`src/rtl/alarm_pkg.sv`:
```
// Shared definitions for the alarm clock datapath: time field widths,
// time limits and the ringer state encoding used by the time counter,
// the alarm FSM and the alarm ringer.
package alarm_pkg;

    localparam int HOUR_W   = 5;
    localparam int MIN_W    = 6;
    localparam int HOUR_MAX = 23;
    localparam int MIN_MAX  = 59;

    typedef enum logic [1:0] {
        IDLE    = 2'd0,
        RINGING = 2'd1,
        SNOOZED = 2'd2
    } ringState_t;

    // Next hour with midnight wrap, used when a snooze crosses an hour boundary
    function automatic logic [HOUR_W-1:0] nextHour(input logic [HOUR_W-1:0] hour);
        logic [HOUR_W-1:0] result;
        if (hour == HOUR_W'(HOUR_MAX)) begin
            result = '0;
        end else begin
            result = hour + HOUR_W'(1);
        end
        return result;
    endfunction

endpackage

```
`src/rtl/alarm_ringer_beep_gen.sv`:
```
// Buzzer pattern generator for the alarm ringer. A restart forces the
// buzzer high with a fresh count; while enabled the buzzer toggles every
// half-period; when disabled the buzzer is held low.
module beep_gen #(
    parameter int HALF_SLOW = 25_000_000,
    parameter int HALF_FAST = 12_500_000
) (
    input  logic clk,
    input  logic reset,
    input  logic i_enable,
    input  logic i_restart,
    input  logic i_fastSel,
    output logic o_buzzer
);

    localparam int CW = (HALF_SLOW > 1) ? $clog2(HALF_SLOW) : 1;

    logic [CW-1:0] r_count;
    logic          r_buzzer;
    logic [CW-1:0] w_limit;

    // Terminal count for the active half-period; >= is used below so a
    // switch to the shorter period mid-count still wraps cleanly
    assign w_limit = i_fastSel ? CW'(HALF_FAST - 1) : CW'(HALF_SLOW - 1);

    // Half-period counter and buzzer toggle flop
    always_ff @(posedge clk) begin
        if (!reset) begin
            r_count  <= '0;
            r_buzzer <= 1'b0;
        end else if (i_restart) begin
            r_count  <= '0;
            r_buzzer <= 1'b1;
        end else if (i_enable) begin
            if (r_count >= w_limit) begin
                r_count  <= '0;
                r_buzzer <= ~r_buzzer;
            end else begin
                r_count  <= r_count + CW'(1);
            end
        end else begin
            r_count  <= '0;
            r_buzzer <= 1'b0;
        end
    end

    assign o_buzzer = r_buzzer;

endmodule

```
`src/rtl/alarm_ringer.sv`:
```
// Alarm ringer: turns the alarm FSM's match level into a ringing session
// with beep pattern, snooze (with re-arm time), stop and unattended timeout.
// Optional macro ALARM_ESCALATE_EN halves the beep half-period once the
// session has rung through at least one minute rollover.
module alarm_ringer
    import alarm_pkg::*;
#(
    parameter int BEEP_HALF        = 25_000_000,
    parameter int SNOOZE_MIN       = 5,
    parameter int RING_TIMEOUT_MIN = 10,
    parameter int MAX_SNOOZE       = 3
) (
    input  logic              clk,
    input  logic              reset,
    input  logic              alarm_on,
    input  logic              btn_snooze,
    input  logic              btn_stop,
    input  logic [HOUR_W-1:0] curr_hour,
    input  logic [MIN_W-1:0]  curr_min,
    output logic              buzzer,
    output logic              ringing,
    output logic              snoozed,
    output logic [1:0]        snooze_cnt,
    output logic [HOUR_W-1:0] wake_hour,
    output logic [MIN_W-1:0]  wake_min,
    output logic              missed
);

    localparam int BEEP_FAST = (BEEP_HALF / 2 < 1) ? 1 : BEEP_HALF / 2;

    ringState_t        r_state;
    ringState_t        w_nextState;
    logic              r_alarmOnD;
    logic              r_needLow;
    logic [MIN_W-1:0]  r_prevMin;
    logic [MIN_W-1:0]  r_minCnt;
    logic [1:0]        r_snoozeCnt;
    logic [HOUR_W-1:0] r_wakeHour;
    logic [MIN_W-1:0]  r_wakeMin;
    logic              r_missed;
    logic              r_ringing;
    logic              r_snoozed;

    logic              w_start;
    logic              w_minStep;
    logic              w_timeout;
    logic              w_wakeMatch;
    logic              w_snoozeOk;
    logic              w_doSnooze;
    logic              w_doTimeout;
    logic              w_enterRing;
    logic              w_beepEnable;
    logic              w_fastSel;
    logic [6:0]        w_wakeSum;
    logic              w_wakeWrap;
    logic [MIN_W-1:0]  w_wakeMinCalc;
    logic [HOUR_W-1:0] w_wakeHourCalc;

    // A level already high when reset is released must not look like a new
    // match, so after reset alarm_on has to be seen low before edges count
    assign w_start     = alarm_on & ~r_alarmOnD & ~r_needLow;
    assign w_minStep   = (curr_min != r_prevMin);
    assign w_timeout   = (r_minCnt >= MIN_W'(RING_TIMEOUT_MIN));
    assign w_wakeMatch = (curr_hour == r_wakeHour) && (curr_min == r_wakeMin);
    assign w_snoozeOk  = (r_snoozeCnt < 2'(MAX_SNOOZE));

    assign w_wakeSum      = {1'b0, curr_min} + 7'(SNOOZE_MIN);
    assign w_wakeWrap     = (w_wakeSum > 7'(MIN_MAX));
    assign w_wakeMinCalc  = w_wakeWrap ? (w_wakeSum[MIN_W-1:0] - MIN_W'(MIN_MAX + 1))
                                       : w_wakeSum[MIN_W-1:0];
    assign w_wakeHourCalc = w_wakeWrap ? nextHour(curr_hour) : curr_hour;

    // Next-state decode; stop beats snooze, snooze beats timeout
    always_comb begin
        w_nextState = r_state;
        w_doSnooze  = 1'b0;
        w_doTimeout = 1'b0;
        case (r_state)
            IDLE: begin
                if (w_start) begin
                    w_nextState = RINGING;
                end
            end
            RINGING: begin
                if (btn_stop) begin
                    w_nextState = IDLE;
                end else if (btn_snooze && w_snoozeOk) begin
                    w_nextState = SNOOZED;
                    w_doSnooze  = 1'b1;
                end else if (w_timeout) begin
                    w_nextState = IDLE;
                    w_doTimeout = 1'b1;
                end
            end
            SNOOZED: begin
                if (btn_stop) begin
                    w_nextState = IDLE;
                end else if (w_wakeMatch) begin
                    w_nextState = RINGING;
                end
            end
            default: begin
                w_nextState = IDLE;
            end
        endcase
    end

    assign w_enterRing  = (w_nextState == RINGING) && (r_state != RINGING);
    assign w_beepEnable = (w_nextState == RINGING);

`ifdef ALARM_ESCALATE_EN
    assign w_fastSel = (r_minCnt != '0);
`else
    assign w_fastSel = 1'b0;
`endif

    // State register and registered status outputs
    always_ff @(posedge clk) begin
        if (!reset) begin
            r_state   <= IDLE;
            r_ringing <= 1'b0;
            r_snoozed <= 1'b0;
        end else begin
            r_state   <= w_nextState;
            r_ringing <= (w_nextState == RINGING);
            r_snoozed <= (w_nextState == SNOOZED);
        end
    end

    // Input history: alarm edge detect, post-reset arming and minute change
    always_ff @(posedge clk) begin
        if (!reset) begin
            r_alarmOnD <= 1'b0;
            r_needLow  <= 1'b1;
            r_prevMin  <= '0;
        end else begin
            r_alarmOnD <= alarm_on;
            r_prevMin  <= curr_min;
            if (!alarm_on) begin
                r_needLow <= 1'b0;
            end
        end
    end

    // Minute rollovers seen while ringing; cleared on every ringing entry
    always_ff @(posedge clk) begin
        if (!reset) begin
            r_minCnt <= '0;
        end else if (w_enterRing) begin
            r_minCnt <= '0;
        end else if ((r_state == RINGING) && w_minStep) begin
            r_minCnt <= r_minCnt + MIN_W'(1);
        end
    end

    // Session bookkeeping: snooze count, wake time and sticky missed flag
    always_ff @(posedge clk) begin
        if (!reset) begin
            r_snoozeCnt <= '0;
            r_wakeHour  <= '0;
            r_wakeMin   <= '0;
            r_missed    <= 1'b0;
        end else begin
            if ((r_state == IDLE) && w_start) begin
                r_snoozeCnt <= '0;
                r_missed    <= 1'b0;
            end
            if (w_doSnooze) begin
                r_snoozeCnt <= r_snoozeCnt + 2'd1;
                r_wakeHour  <= w_wakeHourCalc;
                r_wakeMin   <= w_wakeMinCalc;
            end
            if (w_doTimeout) begin
                r_missed <= 1'b1;
            end
        end
    end

    beep_gen #(
        .HALF_SLOW (BEEP_HALF),
        .HALF_FAST (BEEP_FAST)
    ) uBeepGen (
        .clk       (clk),
        .reset     (reset),
        .i_enable  (w_beepEnable),
        .i_restart (w_enterRing),
        .i_fastSel (w_fastSel),
        .o_buzzer  (buzzer)
    );

    assign ringing    = r_ringing;
    assign snoozed    = r_snoozed;
    assign snooze_cnt = r_snoozeCnt;
    assign wake_hour  = r_wakeHour;
    assign wake_min   = r_wakeMin;
    assign missed     = r_missed;

endmodule

```
`config.mk`:
```
export PLATFORM = sky130hd
export DESIGN_NAME = alarm_ringer
export DESIGN_NICKNAME = d
export VERILOG_FILES = /design/src/rtl/alarm_pkg.sv /design/src/rtl/alarm_ringer_beep_gen.sv /design/src/rtl/alarm_ringer.sv
export SDC_FILE = /design/constraint.sdc
export NUM_CORES = 1
export LEC_CHECK = 0
export CAP_MARGIN = 20
export CORE_ASPECT_RATIO = 2
export CORE_MARGIN = 1.5
export CORE_UTILIZATION = 55
export CTS_CLUSTER_DIAMETER = 150
export DETAILED_ROUTE_END_ITERATION = 12
export GPL_TIMING_DRIVEN = 0
export HOLD_SLACK_MARGIN = 0.05
export PLACE_DENSITY_LB_ADDON = 0.3
export SYNTH_ARGS = -nofsm -noshare
export SYNTH_HDL_FRONTEND = slang
export SYNTH_SLANG_ARGS = --single-unit
```
`constraint.sdc`:
```
create_clock -name clk -period 2.4 [get_ports clk]
set_input_delay 0.24 -clock clk [delete_from_list [all_inputs] [get_ports clk]]
set_output_delay 0.24 -clock clk [all_outputs]
set_load 0.02 [all_outputs]
```
# ---- Word level (Yosys, flattened, before mapping)
# Cells that the tools add are included.
dict set report totals {
  reg_bits 58
  elab_cells 74
  in_bits 16
  out_inout_bits 17
}
dict set report classes {
  n_reduce_logical 10
  add_sub_neg 6
  mux 24
  n_eq_ne 10
  bitwise 7
  order_cmp 4
}
# operator count
set op_table {}
lappend op_table {{adder 25 x 1 -> 25 bit, second input constant} 1}
lappend op_table {{>= comparator 25 bit, second input constant} 1}
lappend op_table {{two-way mux 2 bit} 8}
lappend op_table {{two-way mux 1 bit} 12}
lappend op_table {{two-way mux 5 bit} 2}
lappend op_table {{adder 6 x 3 -> 7 bit, second input constant} 1}
lappend op_table {{> comparator 7 x 6 -> 1 bit, second input constant} 1}
lappend op_table {{adder 6 x 1 -> 6 bit, second input constant} 1}
lappend op_table {{== test 6 bit} 1}
lappend op_table {{>= comparator 6 x 4 -> 1 bit, second input constant} 1}
lappend op_table {{two-way mux 6 bit} 1}
lappend op_table {{inequality test 6 bit} 1}
lappend op_table {{one-hot mux 2 bit (3 select lines)} 1}
lappend op_table {{subtractor 6 bit, second input constant} 1}
lappend op_table {{adder 5 x 1 -> 5 bit, second input constant} 1}
lappend op_table {{== test 5 bit} 1}
lappend op_table {{== test 5 bit, second input constant} 1}
lappend op_table {{logical AND 1 bit} 5}
lappend op_table {{NOT 1 bit} 5}
lappend op_table {{== test 2 x 1 -> 1 bit, second input constant} 2}
lappend op_table {{== test 2 bit, second input constant} 2}
lappend op_table {{nonzero test 2 bit} 2}
lappend op_table {{OR reduction 4 bit} 1}
lappend op_table {{inequality test 3 bit, second input constant} 1}
lappend op_table {{6 further kinds} 7}

# ---- Longest topological paths before layout
# Gate-level depths: netlist (run 1).
dict set report depth {
  ltp_word 8
  ltp_mapped 9
  mapped_depth_nobuf 8
}

# ---- Hierarchy
# A second synthesis (run 1) with hierarchy kept.
dict set report unflattened {
  cells_unflattened 368
  area_unflattened_um2 3276.9
}
# module cells_each instances seq_area_each_um2 area_each_um2
set by_module_without_submodules {}
lappend by_module_without_submodules {alarm_ringer 217 1 640.6 1869.3}
lappend by_module_without_submodules {beep_gen 151 1 520.5 1407.6}

# ---- Worst setup path before layout (run 1)
# Ideal clock, no wire load.
dict set report synth_timing {
  kind {input -> register}
  start {input port curr_min[0]}
  end {register r_wakeHour[4], in the netlist wake_hour[4]}
  n_path_buf 1
  arrival_time_ns 2.001
  setup_ns 0.074
  path_slack_ns 0.325
  t_required_ns 2.326
  path_stages 8
  cell_sequence {buf_6 > inv_1 > ha_1 > o21a_1 > o31ai_2 > nand2_4 > or4b_1 > a31oi_1}
}
dict set report synth_between {
  elab_chain_len 3
}
# item line_no
set synth_rtl {}
lappend synth_rtl {{start: declaration} alarm_ringer.sv:19} ;# input logic [MIN_W-1:0] curr_min,
lappend synth_rtl {{adder 6 x 3 -> 7 bit} alarm_ringer.sv:67} ;# assign w_wakeSum = {1'b0, curr_min} + 7'(SNOOZE_MIN);
lappend synth_rtl {{> comparator 7 x 6 -> 1 bit} alarm_ringer.sv:68} ;# assign w_wakeWrap = (w_wakeSum > 7'(MIN_MAX));
lappend synth_rtl {{two-way mux 5 bit} alarm_ringer.sv:71} ;# assign w_wakeHourCalc = w_wakeWrap ? nextHour(curr_hour) : curr_hour;
lappend synth_rtl {{end signal: assignment} alarm_ringer.sv:170} ;# r_wakeHour <= w_wakeHourCalc;
lappend synth_rtl {{end: declaration} alarm_ringer.sv:38} ;# logic [HOUR_W-1:0] r_wakeHour;
# No other way between the ends.
# A chain may end at the register's enable or synchronous reset.

# ---- Worst setup path in the final report (run 1)
dict set report layout_timing {
  start {register r_minCnt[0]}
  end {register uBeepGen.r_count[6]}
}
dict set report layout_between {
  elab_chain_len 8
  elab_cells_between_ends 9
  classes_between {1 x order compare; 1 x eq/ne; 4 x mux; 1 x bitwise; 2 x reduce/logical}
}
# item line_no
set layout_rtl {}
lappend layout_rtl {{start: declaration} alarm_ringer.sv:36} ;# logic [MIN_W-1:0] r_minCnt;
lappend layout_rtl {{start signal: assignment} alarm_ringer.sv:152} ;# r_minCnt <= r_minCnt + MIN_W'(1);
lappend layout_rtl {{>= comparator 6 x 4 -> 1 bit (*)} alarm_ringer.sv:63} ;# assign w_timeout = (r_minCnt >= MIN_W'(RING_TIMEOUT_MIN));
lappend layout_rtl {{two-way mux 2 bit (*)} alarm_ringer.sv:90} ;# end else if (w_timeout) begin
lappend layout_rtl {{two-way mux 2 bit (*)} alarm_ringer.sv:87} ;# end else if (btn_snooze && w_snoozeOk) begin
lappend layout_rtl {{two-way mux 2 bit (*)} alarm_ringer.sv:85} ;# if (btn_stop) begin
lappend layout_rtl {{one-hot mux 2 bit (3 select lines) (*)} alarm_ringer.sv:78} ;# case (r_state)
lappend layout_rtl {{== test 2 x 1 -> 1 bit (*)} {alarm_ringer.sv:108, alarm_ringer.sv:109}}
lappend layout_rtl {{logical AND 1 bit / NOT 1 bit (equally long branches)} -}
lappend layout_rtl {{OR reduction 4 bit (no line) (*)} -}
lappend layout_rtl {{end signal: assignment} alarm_ringer_beep_gen.sv:39} ;# r_count <= r_count + CW'(1);
lappend layout_rtl {{end: declaration} alarm_ringer_beep_gen.sv:18} ;# logic [CW-1:0] r_count;
# Every way passes the cells marked *; elsewhere a longest branch is shown, timed or not.

==> flow_summary.yaml, run 1 <==
route:
  wl_um: 6360
  route.detailed.drc: 0
  drt-initial-drc-count: 51
  final_antenna_net_count: 0
  via_count: 2408
  dr.pass1.iters: 4
  via_per_inst: 5.71
  wire_per_inst_um: 15.1
synth:
  syn_inst: 317
  yosys_most_used_dff: "dfxtp_1"
  yosysSeqAreaShare: 0.405
  yosysMostFrequentCell: "dfxtp_1"
  ys_seq_elements: 58
  synth_cell_types: 55
  syn-num-nets: 342
  syn_area_um2: 2870
  yosysTopAreaCell: "dfxtp_1"
  synth_top_cells_by_count: "58 x dfxtp_1, 44 x nor2_1, 42 x xor2_1, 21 x nand3_1, 16 x nand2_1"
  avgSynthCellArea_um2: 9.05
  yosysTopAreaCellShare: 0.405
  yosys_warnings: 0
  synth.area.top_cells: "dfxtp_1 40%, xor2_1 13%, nor2_1 5.8%"
  async_flop_share: 0
  synth_edf_count: 0
floorplan:
  io_pins: 33
  die_h_um: 105
  start_util: 0.563
  die_x_um: 54.1
  coreArea_um2: 5090
  row_count: 37
  die_area_um2: 5680
cts:
  ctsHoldBuffers: 0
  cts_sinks: 58
  cts_tree: "done"
  clock_latency_ns: 0.33
  clockBufferDepth: 2
  htreeDepth: 3
  path_clk_slew_ns: 0.06
  cts_buffers: 9
  cts_root_buf: "clkbuf_8"
worst_hold_path:
  whs_path_depth: 2
  whs_endpoint: "r_prevMin[3]$_SDFF_PN0_"
  worstHoldStart: "curr_min[3]"
  hp-class: "in -> reg"
timing:
  finClkSkew_ns: 0.00904
  period_needed_ns: 2.25
  slew_viol_final: 0
  maxSlewHeadroom: 0.595
  finalSetupViolations: 0
  hold_viol_final: 0
  worst_slew_pin_slew_ns: 0.603
  hold_ws_ns: 0.172
  timing.fmax_mhz: 445
  layout_worst_path_cycle_share: 0.936
  grt_setup_unrepaired: "false"
placed_design:
  numPortBuffers: 28
  dp_hpwl_um: 4720
  place_congestion: 0.814
global_routing:
  antenna_found_initial: 0
  grt_max_degree: 11
  grt_use_total: 0.248
  grt_pass1_wl_um: 10100
  grt-ovfl-total: 0
  grt_pass1_vias: 2443
worst_setup_path:
  r2r_end: "uBeepGen.r_count[6]$_SDFF_PP0_"
  path_buf_inv: 2
  cpMaxStageDelayCell: "o41ai_2"
  cp.arrival_ns: 2.51
  critical_path_class: "reg -> reg"
  startpoint_type: "register"
  rrSetupSlack_ns: 0.15
  crit_chain: "inv_1 > ha_1 > o31ai_1 > nand2_1 > o41ai_2 > nand4_2 > buf_2 > nor2_1"
  critPathCaptureType: "register"
  worst_r2r_path_depth: 8
  slowest_delay_ns: 0.52
  crit_path_max_fanout: 10
  critPathTopFamily: "compound AO/OA/AOI/OAI gates"
  crit_required_ns: 2.67
  r2r_start: "r_minCnt[0]$_SDFFE_PP0P_"
finish:
  area_growth_pct: 21.5
  multi_input_area_um2: 1620
  nets: 385
  regArea_um2: 1160
  diodes: 0
  drive_above_1_share: 0.107
  final_util: 0.684
  n_fill_cell: 389
pwr:
  p_per_area_nw_per_um2: 600
  leakagePower_uw: 0.00138
  vdd_drop_max_v: 0.000477
flow_run:
  drv_cap: 0
outcome:
  status: "finished clean"
through the flow:
step           setup slack (ns)  total power, µW  instances  area (µm²)  TNS [ns]
2_1_floorplan             0.325             1120        317        2870         0
3_3_place_gp             -0.509             1180        403        3220     -4.02
3_5_place_dp             -0.542             1190        403        3220     -4.36
4_1_cts                  0.0250             2110        420        3460         0
5_1_grt                 0.00283             2180        422        3480         0
6_report                  0.153             2090        422        3480         0
flip-flops by register name (all words and copies together) (netlist names):
| signal | flops |
|---|---|
| r_needLow | 1 |
| snooze_cnt | 2 |
| wake_min | 6 |
| r_alarmOnD | 1 |
| r_prevMin | 6 |
| wake_hour | 5 |
| snoozed | 1 |
| r_minCnt | 6 |
| uBeepGen.o_buzzer | 1 |
| missed | 1 |
| uBeepGen.r_count | 25 |
| r_state | 2 |
| ringing | 1 |
where the power goes:
group          switching, µW  internal, µW
Combinational            102          88.8
Sequential              9.08           977
Clock                    355           557
Total                    466          1620
routing by layer:
layer / global-route usage / up-vias / share of wire
met2: 0.453 / 60 / 0.56
li1: - / 1179 / -
met3: 0.0743 / 26 / 0.034
met4: 0.164 / 0 / 0.050
met1: 0.208 / 1143 / 0.35
met5: 0 / - / 0
timing repair:
action	in CTS	in global routing
gates resized for setup	4	3
setup buffers	2	2
endpoints found under the setup margin	10	26
pin swaps	1	1
how the worst max path moves through the flow:
stage | slack [ns] | endpoint | depth (start not counted) | from
floorplan | 0.32 | wake_hour[4]$_SDFFE_PN0P_ | 8 | curr_min[0]
global placement | -0.51 | wake_hour[4]$_SDFFE_PN0P_ | 8 | curr_min[1]
detailed placement | -0.54 | wake_hour[0]$_SDFFE_PN0P_ | 9 | curr_min[1]
CTS | 0.03 | uBeepGen.r_count[6]$_SDFF_PP0_ | 7 | uBeepGen.r_count[6]$_SDFF_PP0_
global route | 0.003 | uBeepGen.r_count[6]$_SDFF_PP0_ | 8 | r_minCnt[0]$_SDFFE_PP0P_
finish | 0.15 | uBeepGen.r_count[6]$_SDFF_PP0_ | 8 | r_minCnt[0]$_SDFFE_PP0P_
cells in the final DEF (no fill, tap or decap), drive strengths merged, types with 7 or more instances in the layout:
cell type / n
a21oi: 7
and2: 8
and3: 8
buf: 13
clkbuf: 14
clkdlybuf4s50: 26
dfxtp: 58
ha: 9
inv: 7
nand2: 17
nand3: 21
nor2: 44
o21ai: 10
xnor2: 11
xor2: 42
worst reg2reg max path: stages, from the launching register on:
cell and delay, ns:
dfxtp_1 0.37, inv_1 0.06, ha_1 0.19, o31ai_1 0.21, nand2_1 0.13, o41ai_2 0.52
nand4_2 0.29, buf_2 0.28, nor2_1 0.14
cell type report:
class / count / area share
multi-input combinational: 241 / 0.464
sequential: 58 / 0.333
timing repair buffer: 32 / 0.0894
clock buffer: 13 / 0.0485
buffer: 10 / 0.0255
tap: 58 / 0.0208
clock inverter: 2 / 0.0101
inverter: 8 / 0.00862
cell families (layout without fill, tap and decap cells):
family	count (synthesis)	in the layout	share of synthesized area
buffers and inverters	18	65	0.0414
DFF	58	58	0.405
xor gates and xnor gates	53	53	0.162
muxes	2	2	0.00698
AOI/OAI and AO/OA	47	47	0.114
and+or+nand+nor	130	130	0.232
adders and majority gates	9	9	0.0393
Note: power is estimated with default switching activity, not from simulation.
==> run 2: changes to the inputs <==
PLACE_DENSITY = 0.9   (was unset)
PLACE_DENSITY_LB_ADDON = unset   (was 0.3)
clock period = 2.5 ns   (was 2.4 ns; I/O delays follow)
==> flow_summary.yaml, run 2 (same netlist as run 1, synthesis figures left out) <==
placed_design:
  pre_cts_ws_ns: -0.468
  place_congestion: 0.811
  numPortBuffers: 28
  dp_hpwl_um: 4470
finish:
  drive_above_1_share: 0.0861
  final_util: 0.672
  area_growth_pct: 19.4
  diodes: 0
  largest-register: "uBeepGen.r_count"
  n_fill_cell: 387
  largest_reg_flops: 25
  nets: 381
  final_common_cell: "dfxtp_1"
  final_cell_mix: "58 x dfxtp_1, 44 x nor2_1, 42 x xor2_1, 27 x clkdlybuf4s50_1, 21 x nand3_1"
floorplan:
  io_pins: 33
  row_count: 37
  coreArea_um2: 5090
  die_area_um2: 5680
  start_util: 0.563
  die_h_um: 105
  die_x_um: 54.1
timing:
  finClkSkew_ns: 0.00837
  worst_slew_pin_slew_ns: 0.626
  hold_viol_final: 0
  grt_setup_unrepaired: "false"
  layout_worst_path_cycle_share: 0.967
  finalSetupViolations: 0
  maxSlewHeadroom: 0.579
  hold_ws_ns: 0.178
  period_needed_ns: 2.42
  worst_slack_ns: 0.0828
  timing.fmax_mhz: 414
  slew_viol_final: 0
route:
  wire_per_inst_um: 15.2
  final_antenna_net_count: 0
  via_count: 2428
  dr.pass1.iters: 4
  wl_um: 6330
  via_per_inst: 5.81
  drt-initial-drc-count: 69
  route.detailed.drc: 0
worst_hold_path:
  whs_endpoint: "r_prevMin[3]$_SDFF_PN0_"
  worstHoldStart: "curr_min[3]"
  whs_path_depth: 2
  hp-class: "in -> reg"
global_routing:
  antenna_found_initial: 0
  grt_pass1_wl_um: 10300
  grt-ovfl-total: 0
  grt_pass1_vias: 2377
  grt_use_total: 0.246
  grt_max_degree: 11
worst_setup_path:
  r2r_start: "uBeepGen.r_count[6]$_SDFF_PP0_"
  crit_required_ns: 2.77
  startpoint_type: "input pin"
  crit_path_max_fanout: 10
  slowest_delay_ns: 0.53
  cp.arrival_ns: 2.69
  worst_r2r_path_depth: 7
  critPathCaptureType: "register"
  path_buf_inv: 3
  rrSetupSlack_ns: 0.31
  r2r_end: "uBeepGen.r_count[11]$_SDFF_PP0_"
  critPathTopFamily: "compound AO/OA/AOI/OAI gates"
  crit_chain: "clkdlybuf4s50_1 > buf_6 > inv_1 > ha_1 > o21a_1 > o31ai_4 > nand2_4 > or4b_1 > a31oi_1"
  critical_path_class: "in -> reg"
  cpMaxStageDelayCell: "or4b_1"
cts:
  clockBufferDepth: 2
  htreeDepth: 3
  cts_sinks: 58
  postCtsSetupBuffers: 0
  ctsHoldBuffers: 0
  cts_buffers: 9
  cts_tree: "done"
  cts_root_buf: "clkbuf_8"
  clock_latency_ns: 0.34
  path_clk_slew_ns: 0.07
flow_run:
  drv_cap: 0
pwr:
  leakagePower_uw: 0.00134
  p_per_area_nw_per_um2: 576
  vdd_drop_max_v: 0.000444
outcome:
  status: "finished clean"
## run 2: cell count changes in the layout (fill, tap and decap cells not counted), sizes merged
cell,before,now
buf,13,9
clkdlybuf4s50,26,27
dlymetal6s2s,1,0
clkbuf,14,13
clkinv,2,3
## run 2: what timing repair did
| action | in CTS | in global routing |
|---|---|---|
| pin swaps | 0 | 0 |
| setup endpoints to repair | 6 | 20 |
| gates resized for setup | 3 | 1 |
| cloned | 0 | 0 |
## run 2: metrics by stage
| step | setup TNS, ns | cells | area, µm² | total power [µW] |
|---|---|---|---|---|
| 6_report | 0 | 418 | 3420 | 1970 |
| 5_1_grt | 0 | 418 | 3420 | 2020 |
| 4_1_cts | 0 | 418 | 3420 | 1970 |
| 3_5_place_dp | -3.10 | 403 | 3220 | 1140 |
| 3_3_place_gp | -2.95 | 403 | 3220 | 1140 |
| 2_1_floorplan | 0 | 317 | 2870 | 1080 |
## run 2: layer usage
layer | track usage | part of all wire | vias up
met5 | 0 | 0 | -
met2 | 0.447 | 0.55 | 64
met1 | 0.231 | 0.37 | 1167
met3 | 0.0586 | 0.036 | 20
met4 | 0.139 | 0.040 | 0
li1 | - | - | 1177
## run 2: area by class of cell
type	count	area (µm²)	share of cell area
inverter	8	30.0	0.00877
multi-input combinational	241	1610	0.469
sequential	58	1160	0.339
clock buffer	12	145	0.0424
buffer	10	88.8	0.0259
clock inverter	3	40.0	0.0117
tap	58	72.6	0.0212
timing repair buffer	28	279	0.0815
## run 2: worst max path at each step
stage | startpoint | to | slack [ns] | cells past startpoint
after global placement | curr_min[1] | wake_hour[4]$_SDFFE_PN0P_ | -0.43 | 8
final | curr_min[0] | wake_hour[4]$_SDFFE_PN0P_ | 0.08 | 9
after CTS | curr_min[0] | wake_hour[4]$_SDFFE_PN0P_ | 0.10 | 9
after global routing | curr_min[0] | wake_hour[4]$_SDFFE_PN0P_ | 0.01 | 9
after floorplan | curr_min[0] | wake_hour[4]$_SDFFE_PN0P_ | 0.41 | 8
after detailed placement | curr_min[1] | wake_hour[4]$_SDFFE_PN0P_ | -0.47 | 8
## run 2: report_power, final
| part | internal [µW] | switching [µW] |
|---|---|---|
| logic | 80.5 | 99.1 |
| registers | 938 | 8.84 |
| clock network | 479 | 365 |
==> run 3: changes to the inputs <==
CORE_MARGIN = unset   (was 1.5)
==> flow_summary.yaml, run 3 (same netlist as run 1, synthesis figures left out) <==
worst_setup_path:
  critical_path_class: "in -> reg"
  crit_path_max_fanout: 10
  crit_required_ns: 2.77
  startpoint_type: "input pin"
  cp.arrival_ns: 2.69
  slowest_delay_ns: 0.52
  cpMaxStageDelayCell: "or4b_1"
  crit_chain: "clkdlybuf4s50_1 > buf_6 > inv_1 > ha_1 > o21a_1 > o31ai_4 > nand2_4 > or4b_1 > a31oi_1"
  critPathCaptureType: "register"
finish:
  final_cell_area_um2: 3460
  diodes: 0
  final_common_cell: "dfxtp_1"
  regArea_um2: 1160
  largest_reg_flops: 25
  final_util: 0.699
  nets: 382
  largest-register: "uBeepGen.r_count"
  multi_input_area_um2: 1610
  n_fill_cell: 376
  final_cell_mix: "58 x dfxtp_1, 44 x nor2_1, 42 x xor2_1, 27 x clkdlybuf4s50_1, 21 x nand3_1"
  drive_above_1_share: 0.0939
  area_growth_pct: 20.8
floorplan:
  io_pins: 33
  die_area_um2: 5530
  row_count: 36
  die_x_um: 53.1
  start_util: 0.579
  coreArea_um2: 4950
  die_h_um: 104
pwr:
  leakagePower_uw: 0.00136
  power_uw: 2090
  p_per_area_nw_per_um2: 604
  vdd_drop_max_v: 0.000648
placed_design:
  place_congestion: 0.806
  pre_cts_ws_ns: -0.465
  dp_hpwl_um: 4600
  numPortBuffers: 28
  placed_area_um2: 3220
cts:
  clockBufferDepth: 2
  htreeDepth: 3
  path_clk_slew_ns: 0.06
  cts_sinks: 58
  cts_buffers: 9
  cts_tree: "done"
  clock_latency_ns: 0.34
  cts_root_buf: "clkbuf_8"
timing:
  worst_slack_ns: 0.0737
  grt_setup_unrepaired: "false"
  timing.fmax_mhz: 412
  layout_worst_path_cycle_share: 0.971
  period_needed_ns: 2.43
  worst_slew_pin_slew_ns: 0.689
  hold_ws_ns: 0.175
  slew_viol_final: 0
  finClkSkew_ns: 0.00836
  finalSetupViolations: 0
  maxSlewHeadroom: 0.537
  hold_viol_final: 0
route:
  wl_um: 6530
  final_antenna_net_count: 0
  via_per_inst: 5.79
  via_count: 2427
  route.detailed.drc: 0
  dr.pass1.iters: 5
  drt-initial-drc-count: 62
  wire_per_inst_um: 15.6
flow_run:
  drv_cap: 0
global_routing:
  grt_pass1_vias: 2520
  grt_use_total: 0.263
  grt_max_degree: 11
  grt_pass1_wl_um: 10700
  grt-ovfl-total: 0
  antenna_found_initial: 0
outcome:
  status: "finished clean"
worst_hold_path:
  hp-class: "in -> reg"
==> run 3: power by group <==
group          internal (µW)  total, µW  switching, µW
clock network            585        961            376
logic                   82.1        184            102
registers                938        946           8.44
==> run 3: through the flow <==
stage | std cells | TNS, ns
floorplan | 317 | 0
global placement | 402 | -2.89
detailed placement | 402 | -3.39
CTS | 419 | 0
global route | 419 | 0
finish | 419 | 0
==> run 3: cell type report <==
cell class | instances | share of cell area
clock buffer | 11 | 0.0408
inverter | 8 | 0.00867
clock inverter | 5 | 0.0224
timing repair buffer | 29 | 0.0827
multi-input combinational | 241 | 0.464
tap | 57 | 0.0206
sequential | 58 | 0.335
buffer | 10 | 0.0256
==> run 3: path summary, 6_finish.rpt <==
check                                              start                              end  slack (ns)  cells after the start
worst max-delay path                         curr_min[0]        wake_hour[4]$_SDFFE_PN0P_        0.07                      9
worst min-delay path                         curr_min[3]          r_prevMin[3]$_SDFF_PN0_        0.17                      2
worst max register to register  r_minCnt[0]$_SDFFE_PP0P_  uBeepGen.r_count[24]$_SDFF_PP0_        0.26                      8
worst min register to register    r_needLow$_SDFFE_PN1N_           r_needLow$_SDFFE_PN1N_        0.45                      2
==> run 3: worst max-delay path: cells and delay by family <==
kind	cells	cell delay, ns
AO/OA/AOI/OAI	3	0.73
buffers and inverters	3	0.73
adder cells (fa/ha/maj)	1	0.31
AND/OR/NAND/NOR	2	0.68
==> run 3: what timing repair did <==
action	CTS	global route
hold buffers	0	0
setup buffers	1	0
setup endpoints to repair	5	26
resized for setup	3	1
pin swaps	1	0
==> run 3: per-layer routing <==
layer / track usage / wire, µm
met1: 0.221 / 2270
met2: 0.487 / 3710
met3: 0.0863 / 296
met4: 0.156 / 249
met5: 0 / 0
